===== src/rtl/t_ff_bank.sv =====
// Bank of WIDTH toggle flip-flops with per-bit toggle mask, up/down counting,
// parallel load and a registered terminal-count flag aligned with q.
module t_ff_bank #(
  parameter int               WIDTH    = 8,
  parameter bit               SATURATE = 1'b0,
  parameter logic [WIDTH-1:0] RST_VAL  = '0
) (
  input  logic             clk,
  input  logic             rst,
  input  logic             en,
  input  logic [1:0]       mode,
  input  logic [WIDTH-1:0] t,
  input  logic [WIDTH-1:0] d,
  output logic [WIDTH-1:0] q,
  output logic             tc
);

  localparam logic [1:0] MODE_TOGGLE = 2'b00;
  localparam logic [1:0] MODE_UP     = 2'b01;
  localparam logic [1:0] MODE_DOWN   = 2'b10;
  localparam logic [1:0] MODE_LOAD   = 2'b11;

  // Counter as T flip-flops: bit i toggles while every lower bit is 1.
  // The MSB of the result is the carry out, i.e. "q is all ones".
  function automatic logic [WIDTH:0] up_toggle(input logic [WIDTH-1:0] v);
    logic             carry;
    logic [WIDTH-1:0] tg;
    carry = 1'b1;
    for (int i = 0; i < WIDTH; i++) begin
      tg[i] = carry;
      carry = carry & v[i];
    end
    return {carry, tg};
  endfunction

  // Down counting: bit i toggles while every lower bit is 0; MSB flags q == 0.
  function automatic logic [WIDTH:0] down_toggle(input logic [WIDTH-1:0] v);
    logic             borrow;
    logic [WIDTH-1:0] tg;
    borrow = 1'b1;
    for (int i = 0; i < WIDTH; i++) begin
      tg[i]  = borrow;
      borrow = borrow & ~v[i];
    end
    return {borrow, tg};
  endfunction

  // A saturating counter at its boundary simply stops toggling.
  function automatic logic [WIDTH-1:0] sat_toggle(input logic [WIDTH-1:0] tg,
                                                  input logic             at_bound);
    return (SATURATE && at_bound) ? '0 : tg;
  endfunction

  logic [WIDTH:0]   up_p0;
  logic [WIDTH:0]   dn_p0;
  logic [WIDTH-1:0] tog_p0;
  logic             tc_nxt_p0;

  assign up_p0 = up_toggle(q);
  assign dn_p0 = down_toggle(q);

  always_comb begin
    tog_p0    = '0;
    tc_nxt_p0 = 1'b0;
    unique case (mode)
      MODE_TOGGLE: tog_p0 = t;
      MODE_UP: begin
        tog_p0    = sat_toggle(up_p0[WIDTH-1:0], up_p0[WIDTH]);
        tc_nxt_p0 = up_p0[WIDTH];
      end
      MODE_DOWN: begin
        tog_p0    = sat_toggle(dn_p0[WIDTH-1:0], dn_p0[WIDTH]);
        tc_nxt_p0 = dn_p0[WIDTH];
      end
      MODE_LOAD: tog_p0 = '0;
      default:   tog_p0 = '0;
    endcase
  end

  // Stage p0 -> register: q and tc update together on the enabled edge.
  always_ff @(posedge clk or posedge rst) begin
    if (rst) begin
      q  <= RST_VAL;
      tc <= 1'b0;
    end else if (!en) begin
      tc <= 1'b0;
    end else begin
      tc <= tc_nxt_p0;
      q  <= (mode == MODE_LOAD) ? d : (q ^ tog_p0);
    end
  end

endmodule


===== config.mk =====
export PLATFORM = sky130hd
export DESIGN_NAME = t_ff_bank
export DESIGN_NICKNAME = d
export VERILOG_FILES = /design/src/rtl/t_ff_bank.sv
export SDC_FILE = /design/constraint.sdc
export NUM_CORES = 1
export LEC_CHECK = 0
export CORE_ASPECT_RATIO = 0.8
export CORE_MARGIN = 2
export CORE_UTILIZATION = 30
export CTS_CLUSTER_DIAMETER = 50
export DETAILED_ROUTE_END_ITERATION = 8
export PLACE_DENSITY = 0.58
export SYNTH_ARGS = -nofsm -noshare
export SYNTH_HDL_FRONTEND = slang
export SYNTH_SLANG_ARGS = --single-unit

===== constraint.sdc =====
create_clock -name clk -period 3.05 [get_ports clk]
set_clock_uncertainty 0.05 [all_clocks]
set_input_delay 0.305 -clock clk [delete_from_list [all_inputs] [get_ports clk]]
set_output_delay 0.305 -clock clk [all_outputs]
set_load 0.02 [all_outputs]

# ---- Word level (Yosys, flattened, before mapping)
# Index checks and enable logic that the tools add are counted.
dict set report word_totals {
  register_bits 9
  rom_bits 0
  mem_bits_rw 0
  word_cells 33
  latchBits 0
  out_inout_bits 9
  memories 0
}
dict set report classes {
  order_cmp 0
  n_mux 4
  shifts 0
  n_mul 0
  n_bitwise 23
  reduce_logical 1
  div_mod_pow 0
  add_sub_neg 0
  eq_ne 3
}
# op n
set op_table {}
lappend op_table {{8-bit case mux with 4 select lines} 1}
lappend op_table {{1-bit bitwise AND} 14}
lappend op_table {{8-bit two-way mux} 1}
lappend op_table {{1-bit inverter} 8}
lappend op_table {{8-bit XOR} 1}
lappend op_table {{2-bit == test, second input constant} 2}
lappend op_table {{2-bit by 1-bit == test with 1-bit output, second input constant} 1}
lappend op_table {{2-bit zero test} 1}
lappend op_table {{1-bit case mux with 2 select lines} 1}
lappend op_table {{1-bit two-way mux} 1}

# ---- Logic depth before layout (Yosys ltp)
dict set report logic_depth {
  ltp_word 10
  mapped_depth 7
  ltp_nobuf 6
}

# ---- Worst setup path after synthesis
# No wires, ideal clock.
dict set report synth_path {
  kind {flip-flop to flip-flop}
  start {reg q[1]}
  end {reg q[4]}
  period_less_slack_ns 1.727
  path_buffers 0
  stages_incl_launch_ff 5
  slack_ns 1.323
  t_arrival_ns 1.545
  cell_sequence {dfrtp_1 > nor4b_4 > mux2i_2 > o2111ai_2 > or3b_1}
}
dict set report synth_between {
  elab_chain_cells 7
}
# element line_no
set synth_rtl {}
lappend synth_rtl {{start: declaration} 14} ;# output logic [WIDTH-1:0] q,
lappend synth_rtl {{start signal: assignment} 89} ;# q <= (mode == MODE_LOAD) ? d : (q ^ tog_p0);
lappend synth_rtl {{1-bit inverter} 43} ;# borrow = borrow & ~v[i];
lappend synth_rtl {{1-bit bitwise AND (3 in series)} 43}
lappend synth_rtl {{8-bit case mux with 4 select lines (*)} 65} ;# unique case (mode)
lappend synth_rtl {{8-bit XOR (*)} 89}
lappend synth_rtl {{8-bit two-way mux (*)} 89}
# Every way passes the cells marked *; elsewhere a longest branch is shown, timed or not.
# A chain may end at the register's enable or synchronous reset.

# ---- Final worst setup path
dict set report layout_path {
  start {in mode[0]}
  end {reg q[4]}
}
dict set report layout_between {
  elab_chain_cells 4
}
# element line_no
set layout_rtl {}
lappend layout_rtl {{start: declaration} 11} ;# input logic [1:0] mode,
lappend layout_rtl {{2-bit == test, or another cell as far along} {65, 89}}
lappend layout_rtl {{8-bit case mux with 4 select lines} 65}
lappend layout_rtl {{8-bit XOR} 89}
lappend layout_rtl {{8-bit two-way mux (*)} 89}
# Marks and branches as above.

==> run_summary.xml <==
<?xml version="1.0" encoding="UTF-8"?>
<metrics>
  <group name="critical_path">
    <metric name="crit_path_end_kind" unit="">flop</metric>
    <metric name="startpoint_type" unit="">primary input</metric>
    <metric name="slowest_stage" unit="">sky130_fd_sc_hd__clkdlybuf4s50_1</metric>
    <metric name="critical_path_arrival" unit="ns">2.17</metric>
    <metric name="required" unit="ns">3.16</metric>
    <metric name="critical-path-max-stage-delay" unit="ns">0.46</metric>
    <metric name="critical_path_class" unit="">primary input to flop</metric>
    <metric name="cp_cell_sequence" unit="">clkdlybuf4s50_1, inv_1, ha_1, nor4b_4, mux2i_2, o2111ai_2, or3b_1</metric>
    <metric name="crit_fanout" unit="">5</metric>
  </group>
  <group name="global_routing">
    <metric name="grt_remaining_overflow" unit="">0</metric>
    <metric name="largest_net_degree_at_the_start_of_global_routing" unit="">24</metric>
    <metric name="first_global_vias" unit="">813</metric>
    <metric name="grt_first_pass_wirelength" unit="mm">4.00</metric>
    <metric name="grt_util_all_layers" unit="%">16.3</metric>
    <metric name="antenna_found_initial" unit="">0</metric>
  </group>
  <group name="place">
    <metric name="detailed_place_hpwl" unit="mm">1.81</metric>
    <metric name="finalWeightedCongestion" unit="">0.780</metric>
    <metric name="placed_cell_area" unit="µm²">1180</metric>
    <metric name="buffer_ports.inserted" unit="">29</metric>
  </group>
  <group name="floorplan">
    <metric name="die-area" unit="µm²">3330</metric>
    <metric name="initial_utilization" unit="%">31.5</metric>
    <metric name="pin_count" unit="">30</metric>
    <metric name="core_area" unit="µm²">2740</metric>
    <metric name="chipWidth" unit="µm">64.0</metric>
    <metric name="core.rowCount" unit="">17</metric>
    <metric name="die_h" unit="µm">52.0</metric>
  </group>
  <group name="logic_synthesis">
    <metric name="edff_count_synth" unit="">0</metric>
    <metric name="yosys.cell_types.count" unit="">44</metric>
    <metric name="ys_ff_latch" unit="">9</metric>
    <metric name="yosysSeqAreaShare" unit="%">26.1</metric>
    <metric name="synth-async-reset-ratio" unit="%">100</metric>
    <metric name="syn_inst" unit="">105</metric>
    <metric name="synth.yosys.warnings" unit="">0</metric>
    <metric name="synthesis.area" unit="µm²">863</metric>
    <metric name="syn-num-nets" unit="">130</metric>
    <metric name="syn_avg_cell_area" unit="µm²">8.22</metric>
    <metric name="postSynth.topFlopCell" unit="">sky130_fd_sc_hd__dfrtp_1</metric>
  </group>
  <group name="cts">
    <metric name="clock_tree_from_tritoncts" unit="">yes</metric>
    <metric name="ctsResizeCount" unit="">0</metric>
    <metric name="clk-insertion-delay-late" unit="ns">0.27</metric>
    <metric name="postCtsHoldBufs" unit="">0</metric>
    <metric name="post_cts.repair.setup_buffers" unit="">0</metric>
    <metric name="cts.clk_slew.worst_paths" unit="ns">0.08</metric>
    <metric name="ctsHtreeMaxLevel" unit="">1</metric>
    <metric name="tritoncts_num_sinks" unit="">9</metric>
    <metric name="numCtsBuffers" unit="">3</metric>
    <metric name="root_cell_of_the_clock_tree" unit="">sky130_fd_sc_hd__clkbuf_4</metric>
    <metric name="clk_path_buf_depth" unit="">2</metric>
  </group>
  <group name="power">
    <metric name="powerDensity" unit="nW/µm²">470</metric>
    <metric name="power" unit="mW">0.566</metric>
    <metric name="leakage_power_figure" unit="nW">0.469</metric>
    <metric name="ir_worst_vdd" unit="V">0.000284</metric>
  </group>
  <group name="finish">
    <metric name="num-nets-final" unit="">159</metric>
    <metric name="insertedDiodeCount" unit="">0</metric>
    <metric name="layout_filler_cell_count" unit="">274</metric>
    <metric name="flow.area_growth_from_synthesis" unit="%">39.4</metric>
    <metric name="layout-drive-gt1-share" unit="%">6.77</metric>
    <metric name="finish.instance_area" unit="µm²">1200</metric>
  </group>
  <group name="min_path">
    <metric name="worst_hold_path_type" unit="">primary input to async pin</metric>
  </group>
  <group name="drt">
    <metric name="num_vias" unit="">895</metric>
    <metric name="detail_route.drc_violations" unit="">0</metric>
    <metric name="drt_pass1_iterations" unit="">4</metric>
    <metric name="routedWlPerCell" unit="µm">14.4</metric>
    <metric name="viasPerCell" unit="">5.23</metric>
    <metric name="totalWireLength" unit="mm">2.46</metric>
    <metric name="drt_iter0_markers" unit="">65</metric>
    <metric name="ant_nets" unit="">0</metric>
  </group>
  <group name="timing">
    <metric name="setup_viol_count_final" unit="">0</metric>
    <metric name="maxSlewViolCount" unit="">0</metric>
    <metric name="final_period_util" unit="%">67.7</metric>
    <metric name="totalNegativeSetupSlack" unit="ns">0</metric>
    <metric name="final_hold_fails" unit="">0</metric>
    <metric name="achievable-frequency" unit="MHz">485</metric>
    <metric name="relSlewSlack" unit="%">49.6</metric>
    <metric name="setup_repair_after_global_routing_missed_its_margin" unit="">false</metric>
    <metric name="worst_slew_pin_slew" unit="ns">0.753</metric>
    <metric name="period_minus_slack" unit="ns">2.06</metric>
  </group>
  <group name="status">
    <metric name="run_status" unit="">complete, no violations</metric>
  </group>
  <group name="run">
    <metric name="cap_violations" unit="">0</metric>
  </group>
</metrics>
-- cells in the mapped netlist, drive strengths merged, types with 2 or more instances --
library cell | number | area share (%)
nor2b | 2 | 1.4
nand2b | 2 | 1.4
o21ai | 7 | 4.1
and3 | 2 | 1.4
a21oi | 3 | 1.7
ha | 4 | 5.8
buf | 2 | 1.9
dfrtp | 9 | 26
mux2i | 3 | 3.9
o21a | 3 | 2.6
o22ai | 2 | 1.4
a22oi | 2 | 1.7
clkbuf | 4 | 1.7
nor4b | 2 | 3.8
o2111ai | 4 | 4.8
nor2 | 4 | 1.7
nand3 | 9 | 5.2
or3b | 2 | 2.0
nand2 | 9 | 4.2
inv | 10 | 4.3
o31ai | 2 | 2.3
a31oi | 2 | 1.4
a22o | 2 | 2.0
-- where the power goes --
group	total [mW]	switching (mW)	internal (mW)	leakage, nW
Sequential	0.209	0.0607	0.148	0.107
Combinational	0.258	0.122	0.136	0.347
Clock	0.0993	0.0488	0.0505	0.0150
-- worst max-delay path: cells and delay by family --
family	cells	cell delay, ns
and+or+nand+nor	2	0.74
buffers and inverters	2	0.57
adders and majority gates	1	0.20
AOI/OAI and AO/OA	1	0.19
muxes	1	0.16
-- cell type report --
type | count | area [µm²] | area share, %
repair buffers | 30 | 298 | 24.7
multi-input cells | 80 | 569 | 47.3
well taps | 38 | 47.5 | 3.95
clock buffers | 4 | 26.3 | 2.18
flip-flops and latches | 9 | 225 | 18.7
inverters | 10 | 37.5 | 3.12
-- layout by cell type, fill, tap and decap left out, types with 2 or more instances in the layout --
cell type	instances
sky130_fd_sc_hd__o22ai_1	2
sky130_fd_sc_hd__and3_1	2
sky130_fd_sc_hd__mux2i_1	2
sky130_fd_sc_hd__inv_1	10
sky130_fd_sc_hd__or3b_1	2
sky130_fd_sc_hd__ha_1	4
sky130_fd_sc_hd__o21ai_0	4
sky130_fd_sc_hd__o2111ai_1	3
sky130_fd_sc_hd__clkdlybuf4s50_1	29
sky130_fd_sc_hd__o21ai_1	3
sky130_fd_sc_hd__a22oi_1	2
sky130_fd_sc_hd__clkbuf_4	3
sky130_fd_sc_hd__o21a_1	3
sky130_fd_sc_hd__nand3_1	9
sky130_fd_sc_hd__nor2_1	4
sky130_fd_sc_hd__nor2b_1	2
sky130_fd_sc_hd__a22o_1	2
sky130_fd_sc_hd__dfrtp_1	9
sky130_fd_sc_hd__a21oi_1	3
sky130_fd_sc_hd__nand2b_1	2
sky130_fd_sc_hd__nand2_1	8
sky130_fd_sc_hd__a31oi_1	2
-- through the flow --
stage / hold WS, ns / setup WS (ns) / utilization, % / cells
2_1_floorplan: 0.0829 / 1.32 / - / 105
4_1_cts: 0.290 / 1.01 / 43.9 / 171
6_report: 0.274 / 0.986 / 43.9 / 171
5_1_grt: 0.298 / 0.897 / 43.9 / 171
3_5_place_dp: 0.590 / 0.711 / 42.9 / 167
3_3_place_gp: 0.573 / 0.771 / 42.9 / 167
-- flip-flops by register name, summed over array words and instances, names as in the netlist --
signal / cells
tc: 1
q: 8
-- cell families (layout without fill, tap and decap cells) --
| kind of cell | after synthesis | after routing | share of synthesized area [%] |
|---|---|---|---|
| and+or+nand+nor | 40 | 40 | 28.0 |
| AOI/OAI and AO/OA | 33 | 33 | 28.3 |
| buffers and inverters | 16 | 44 | 7.97 |
| DFF | 9 | 9 | 26.1 |
| adders and majority gates | 4 | 4 | 5.80 |
| muxes | 3 | 3 | 3.91 |
-- metal layers --
| metal | routed length, µm | vias up | global-route usage [%] |
|---|---|---|---|
| met5 | 0 | - | 0 |
| met4 | 25 | 0 | 4.35 |
| met3 | 106 | 2 | 5.19 |
| met2 | 1020 | 20 | 24.5 |
| met1 | 1310 | 425 | 22.4 |
| li1 | - | 448 | - |
-- path summary, 6_finish.rpt --
kind                       slack [ns]  startpoint    to  cells after the start
hold / removal                   0.27         rst  q[6]                      2
max in group asynchronous        2.36         rst  q[0]                      2
setup / recovery                 0.99     mode[0]  q[4]                      7
hold reg to reg                  0.64        q[7]    tc                      2
setup reg to reg                 1.27        q[1]  q[4]                      4
min in group clk                 0.64        q[7]    tc                      2
No activity file was read; power rests on OpenSTA's default activity.
